$ cat config.mk
export PLATFORM = sky130hd
export DESIGN_NAME = inst_encoder
export DESIGN_NICKNAME = d
export VERILOG_FILES = /design/src/rtl/inst_encoder.sv
export SDC_FILE = /design/constraint.sdc
export NUM_CORES = 1
export LEC_CHECK = 0
export CAP_MARGIN = 25
export CORE_MARGIN = 4
export CORE_UTILIZATION = 45
export CTS_CLUSTER_DIAMETER = 40
export DETAILED_ROUTE_END_ITERATION = 8
export GPL_ROUTABILITY_DRIVEN = 0
export PLACE_DENSITY = 0.67
export RECOVER_POWER = 50
export SLEW_MARGIN = 40
export SYNTH_ARGS = -nofsm -noshare
export SYNTH_HDL_FRONTEND = slang
export SYNTH_SLANG_ARGS = --single-unit
$ cat constraint.sdc
create_clock -name clk -period 3.1 [get_ports clk]
set_clock_uncertainty 0.15 [all_clocks]
set_input_delay 0.93 -clock clk [delete_from_list [all_inputs] [get_ports clk]]
set_output_delay 0.93 -clock clk [all_outputs]
set_load 0.03 [all_outputs]
$ cat src/rtl/inst_encoder.sv
// inst_encoder: packs decoded instruction fields into 26-bit words, queues
// them in a small FIFO and drains them as sequential instruction-memory writes
// starting at BASE_ADDR.
// Optional feature macro: ENC_ILLEGAL_TRAP_EN (drop class-10 form-1 bundles
// and raise a sticky err flag instead of encoding them).
module inst_encoder #(
  parameter int DEPTH     = 4,
  parameter int ADDR_W    = 10,
  parameter int BASE_ADDR = 0
) (
  input  logic              clk,
  input  logic              rst,
  input  logic              in_valid,
  output logic              in_ready,
  input  logic [5:0]        opcode,
  input  logic [4:0]        rd,
  input  logic [4:0]        rn,
  input  logic [4:0]        rm,
  input  logic [9:0]        imm10,
  input  logic [19:0]       imm20,
  output logic              out_valid,
  input  logic              out_ready,
  output logic [ADDR_W-1:0] out_addr,
  output logic [25:0]       out_word,
  input  logic              clr_addr,
  output logic              err,
  output logic [15:0]       words_out
);

  localparam int PW = $clog2(DEPTH);
  localparam logic [ADDR_W-1:0] BASE = ADDR_W'(BASE_ADDR);

  logic [25:0]       enc_word;
  logic [25:0]       mem [DEPTH];
  logic [PW-1:0]     wr_ptr;
  logic [PW-1:0]     rd_ptr;
  logic [PW:0]       count;
  logic              full;
  logic              empty;
  logic              push;
  logic              pop;
  logic [ADDR_W-1:0] addr;

  // Field packing: the inverse of the decoder's extraction, selected by class and form bit
  always_comb begin
    enc_word = '0;
    case (opcode[5:4])
      2'b00: begin
        if (opcode[3:0] == 4'd0)
          enc_word = {opcode, imm20};
        else
          enc_word = {opcode, rd, rn, (opcode[3] ? imm10 : {rm, 5'b0})};
      end
      2'b01:   enc_word = {opcode, rd, rn, (opcode[3] ? imm10 : {rm, 5'b0})};
      2'b10:   enc_word = {opcode, rd, rn, imm10};
      default: begin
        if (opcode[3])
          enc_word = {opcode, imm20};
        else
          enc_word = {opcode, rd, rn, imm10};
      end
    endcase
  end

  assign full      = (count == (PW+1)'(DEPTH));
  assign empty     = (count == '0);
  assign in_ready  = !full;
  assign out_valid = !empty;
  assign pop       = out_valid && out_ready;
  assign out_word  = empty ? 26'd0 : mem[rd_ptr];
  assign out_addr  = addr;

`ifdef ENC_ILLEGAL_TRAP_EN
  logic illegal;
  logic err_q;

  assign illegal = (opcode[5:4] == 2'b10) && opcode[3];
  assign push    = in_valid && in_ready && !illegal;
  assign err     = err_q;

  // Sticky trap: an accepted illegal bundle is swallowed and flagged until reset
  always_ff @(posedge clk or posedge rst) begin
    if (rst)
      err_q <= 1'b0;
    else if (in_valid && in_ready && illegal)
      err_q <= 1'b1;
  end
`else
  assign push = in_valid && in_ready;
  assign err  = 1'b0;
`endif

  // Storage array; no reset needed because reads are masked while empty
  always_ff @(posedge clk) begin
    if (push)
      mem[wr_ptr] <= enc_word;
  end

  // FIFO pointers and occupancy; push and pop together leave occupancy unchanged
  always_ff @(posedge clk or posedge rst) begin
    if (rst) begin
      wr_ptr <= '0;
      rd_ptr <= '0;
      count  <= '0;
    end else begin
      if (push)
        wr_ptr <= wr_ptr + 1'b1;
      if (pop)
        rd_ptr <= rd_ptr + 1'b1;
      case ({push, pop})
        2'b10:   count <= count + 1'b1;
        2'b01:   count <= count - 1'b1;
        default: count <= count;
      endcase
    end
  end

  // Write address counter; clr_addr takes priority over the post-write increment
  always_ff @(posedge clk or posedge rst) begin
    if (rst)
      addr <= BASE;
    else if (clr_addr)
      addr <= BASE;
    else if (pop)
      addr <= addr + 1'b1;
  end

  // Completed-write counter, free-running 16-bit wrap
  always_ff @(posedge clk or posedge rst) begin
    if (rst)
      words_out <= '0;
    else if (pop)
      words_out <= words_out + 1'b1;
  end

endmodule

== Yosys cells after proc, flatten, opt, wreduce, memory -nomap -nowiden ==
Memories as Yosys holds them, arrays and structs flattened.
Cells that the tools add are included.
Widths: inputs -> output; s select.
Word-level totals
  bits in registers: 33
  bits in latches: 0
  bits in writable memories: 104
  ROM bits: 0
  output and inout port bits: 55
  memories: 1
Cells by class
  add/sub/neg operators: 6
  $mul: 0
  divide/modulo/power cells: 0
  order comparisons: 0
  eq/ne operators: 5
  shifts and indexed selects: 0
  multiplexer cells: 10
  bitwise operators: 0
  reductions and logical operators: 9
Memory list
  mem: words 4, bits a word 26, read ports 1, clocked after memory_dff 0, write ports 1, RTL line 34  | logic [25:0] mem [DEPTH];
Operator list (number)
  $pmux 24 s3: 1
  $mux 10: 3
  $mux 26: 1
  $mux 24: 1
  $mux 20: 1
  $add 16x1->16 const B: 1
  $add 10x1->10 const B: 1
  $pmux 3 s2: 1
  $add 2x1->2 const B: 2
  $eq 2x1->1 const B: 2
  $eq 2x2->1 const B: 2
  $logic_not 4->1: 1
  $reduce_bool 2->1: 2
  $add 3x1->3 const B: 1
  $eq 3x3->1 const B: 1
  $logic_not 3->1: 1
  $sub 3x1->3 const B: 1
  $logic_and 1x1->1: 2
  $logic_not 1->1: 2
  $logic_not 2->1: 1
  $mux 1: 2

== Longest topological paths before layout ==
  depth after elaboration: 5
  gate-level depth with buffers: 10

== Worst setup path before layout ==
Ideal clock, no wire load.
  path kind: register to output
  start: register rd_ptr[1]
  end: output out_word[16]
  arrival time: 1670 ps
  required time: 2020 ps
  setup slack: 350 ps
  stages on the path, launching flop included: 5
  cells stage by stage: dfrtp_1 > clkbuf_1 > clkbuf_1 > mux4_2 > nor2b_1
Between the ends
  word-level cells in the longest chain between the ends: 2
Ends and longest elaborated chain
  start: declaration: RTL line 36  | logic [PW-1:0] rd_ptr;
  start signal: assignment: RTL line 109  | rd_ptr <= rd_ptr + 1'b1;
  $mem_v2 4x26
  $mux 26: RTL line 70  | assign out_word = empty ? 26'd0 : mem[rd_ptr];
  end: declaration: RTL line 24  | output logic [25:0] out_word,
Every way passes these cells.

== Worst setup path in the final report ==
  start: input opcode[4]
  end: memory mem[3][17] (data pin)
Between the ends
  word-level cells in the longest chain between the ends: 2
Ends and longest elaborated chain
  start: declaration: RTL line 15  | input logic [5:0] opcode,
  $eq 2x2->1 (tied with other cells): RTL line 47  | case (opcode[5:4])
  $pmux 24 s3 (*): RTL line 47
  net enc_word[17]: RTL line 33  | logic [25:0] enc_word;
  end: declaration: RTL line 34
Mark *: on every way through the listed nets, which the timed path passes. The rest lies on a longest branch.

==> results.json <==
{
  "synth_commonest_cells": "104 x edfxtp_1, 33 x dfrtp_1, 32 x nor2b_1",
  "p_switching_uw": 2540,
  "postRouteAntennaNets": 0,
  "cts_buffer_depth": 2,
  "drive_gt1_share_pct": 22.9,
  "fin_cells": 712,
  "seq_area_frac_synth_pct": 65.2,
  "synth.area.top_cells": "edfxtp_1 52%, dfrtp_1 14%, mux4_2 9.7%",
  "synth_warnings": 0,
  "clkLatencyLatePin_ns": 0.41,
  "postCtsSetupRepairBufs": 0,
  "antennaDiodeCount": 0,
  "fin_crit_sh_pct": 97.5,
  "ys_async_sr_fraction_pct": 24.1,
  "dp_hpwl_um": 8310,
  "min_path_type": "register to register",
  "drtIter0Drc": 225,
  "worst_pin_slew_ns": 0.822,
  "antenna_found_initial": 1,
  "hp-start": "words_out[15]$_DFFE_PP0P_",
  "rrSetupSlack_ns": 0.68,
  "synthesis.area_um2": 6050,
  "netlist_instances": 393,
  "grt_pass1_wl_um": 19500,
  "h-tree-depth": 4,
  "r2r_cells": 10,
  "synth_xor_area_share_pct": 4.20,
  "synth_flop_cell": "edfxtp_1",
  "core_um2": 13200,
  "wirelength_um": 12400,
  "switching_share_pct": 33.8,
  "rsz0062_at_grt": "false",
  "p_int_uw": 4980,
  "critPathMaxFanout": 9,
  "row_count": 42,
  "required_ns": 3.10,
  "p_seq_share_pct": 34.6,
  "cts_buffers": 17,
  "postLayoutCoreUtil_pct": 60.9,
  "fin_nets": 587,
  "cp_slowest_cell": "dlygate4sd3_1",
  "cts_root_buf": "clkbuf_16",
  "synth_top_family_by_area": "multiplexers",
  "synth_area_leader_cell": "edfxtp_1",
  "dp.cells": 680,
  "cp_top_family": "multiplexers",
  "min_to": "words_out[15]$_DFFE_PP0P_",
  "start_util_pct": 45.9,
  "synth_top_area_share_pct": 51.6,
  "overflow": 0,
  "yosysMostFrequentCell": "edfxtp_1",
  "drc": 0,
  "synth_compound_area_share_pct": 3.56,
  "clkSlewWorstSetupHoldPaths_ns": 0.06,
  "ys_ff_latch": 137,
  "drv_slew": 0,
  "synth_edf_count": 104,
  "syn2layout_area_growth_pct": 32.8,
  "ios": 111,
  "holdPathStages": 1,
  "portBuffers": 109,
  "dr.pass1.iters": 4,
  "synthAdderAreaFrac_pct": 1.78,
  "postSynthAreaPerCell_um2": 15.4,
  "ctsResizeCount": 0,
  "p_leak_uw": 0.00296,
  "setup_violations": 0,
  "die_h_um": 124,
  "r2r_start": "count[1]$_DFFE_PP0P_",
  "cp_cell_sequence": "dlygate4sd3_1 > clkbuf_1 > and2_1 > mux2i_2 > mux2_2",
  "maxCapViolations": 0,
  "critPathBufInv": 2,
  "peakVddDrop_v": 0.000427,
  "reg2reg_to": "count[2]$_DFFE_PP0P_",
  "synthSimpleGateAreaFrac_pct": 10.4,
  "clock_sinks": 137,
  "grt_max_degree": 33,
  "outcome": "completed",
  "postCtsHoldBufs": 0,
  "combPwrFrac_pct": 38.5,
  "clock.fmax_mhz": 331,
  "synth_cell_type_count": 42,
  "syn_nets": 457,
  "min_period_ns": 3.02,
  "dr_total_vias": 3709,
  "wl_per_cell_um": 17.4,
  "die_w_um": 124,
  "critPathCaptureType": "register",
  "slowest_delay_ns": 0.62,
  "grtUsageTotal_pct": 17.0,
  "arrival_ns": 3.02,
  "grt_pass1_vias": 3762,
  "hold_violations": 0,
  "cts_tree": "yes",
  "dieArea_um2": 15400,
  "power.density_nw_per_um2": 936,
  "clockPowerShare_pct": 26.8,
  "relSlewSlack_pct": 45.2,
  "worstSetupPathType": "input port to register",
  "synthMuxAreaShare_pct": 12.9,
  "start_kind": "input port",
  "vias_per_cell": 5.21
}
## how the worst max path moves through the flow
| stage | startpoint | end | cells past startpoint |
|---|---|---|---|
| after floorplan | rd_ptr[1]$_DFFE_PP0P_ | out_word[16] | 4 |
| after global placement | opcode[4] | mem[0][13]$_DFFE_PP_ | 5 |
| after detailed placement | opcode[4] | mem[2][17]$_DFFE_PP_ | 5 |
| after CTS | rd_ptr[1]$_DFFE_PP0P_ | out_word[6] | 4 |
| after global routing | count[0]$_DFFE_PP0P_ | in_ready | 3 |
| final | opcode[4] | mem[3][17]$_DFFE_PP_ | 5 |
## cell families (layout without fill, tap and decap cells)
group	Yosys count	after routing
AOI/OAI and AO/OA	27	27
adders and majority gates	8	8
and+or+nand+nor	119	119
DFF	137	137
muxes	43	43
xor gates and xnor gates	29	29
buffers and inverters	29	172
other	1	1
## cell usage in the layout, fill, tap and decap left out, types with 6 or more instances in the layout
cell,netlist,final
edfxtp_1,104,104
clkdlybuf4s50_1,0,74
nor2b_1,32,32
buf_4,1,32
nand2_1,31,31
dfrtp_1,33,31
mux4_2,26,26
xnor2_1,20,20
nor2_1,19,19
clkbuf_16,0,17
mux2_2,15,15
inv_1,9,9
xor2_1,9,9
dlygate4sd3_1,0,9
nand3_1,8,8
ha_1,7,7
and3_1,6,6
buf_12,0,6
## area by class of cell
cell class | count | area, um^2
Tap cell | 176 | 220
Clock inverter | 15 | 175
Sequential cell | 137 | 3950
Fill cell | 1058 | 5150
Multi-Input combinational cell | 227 | 2000
Inverter | 9 | 33.8
Clock buffer | 17 | 425
Timing Repair Buffer | 131 | 1230
## routing by layer
| metal | wire, um | global-route usage [%] | vias up |
|---|---|---|---|
| li1 | - | - | 1744 |
| met2 | 6220 | 27.2 | 107 |
| met1 | 5370 | 23.1 | 1843 |
| met5 | 13 | 0 | - |
| met4 | 117 | 4.93 | 2 |
| met3 | 661 | 4.59 | 13 |
## stage by stage
stage	hold slack [ns]	total power [uW]	worst slack [ns]	area, um^2	setup TNS, ns
2_1_floorplan	0.384	4400	0.350	6050	0
3_3_place_gp	0.304	5560	-0.207	7460	-9.14
3_5_place_dp	0.309	5600	-0.283	7460	-13.20
4_1_cts	0.321	7640	0.0107	8060	0
5_1_grt	0.335	7910	0.00108	8040	0
6_report	0.318	7520	0.0773	8040	0
## power groups by stage
stage / Combinational [uW] / Clock (uW) / Sequential [uW]
2_1_floorplan: 1750 / 0 / 2640
3_3_place_gp: 2950 / 0 / 2610
3_5_place_dp: 2970 / 0 / 2630
4_1_cts: 2980 / 2060 / 2600
5_1_grt: 3120 / 2140 / 2640
6_report: 2900 / 2020 / 2600
## registers in the layout, indices dropped and copies added, names as in the netlist
signal,flops
wr_ptr,2
out_addr,10
mem,104
count,3
rd_ptr,2
words_out,16
No activity file was read; power rests on OpenSTA's default activity.
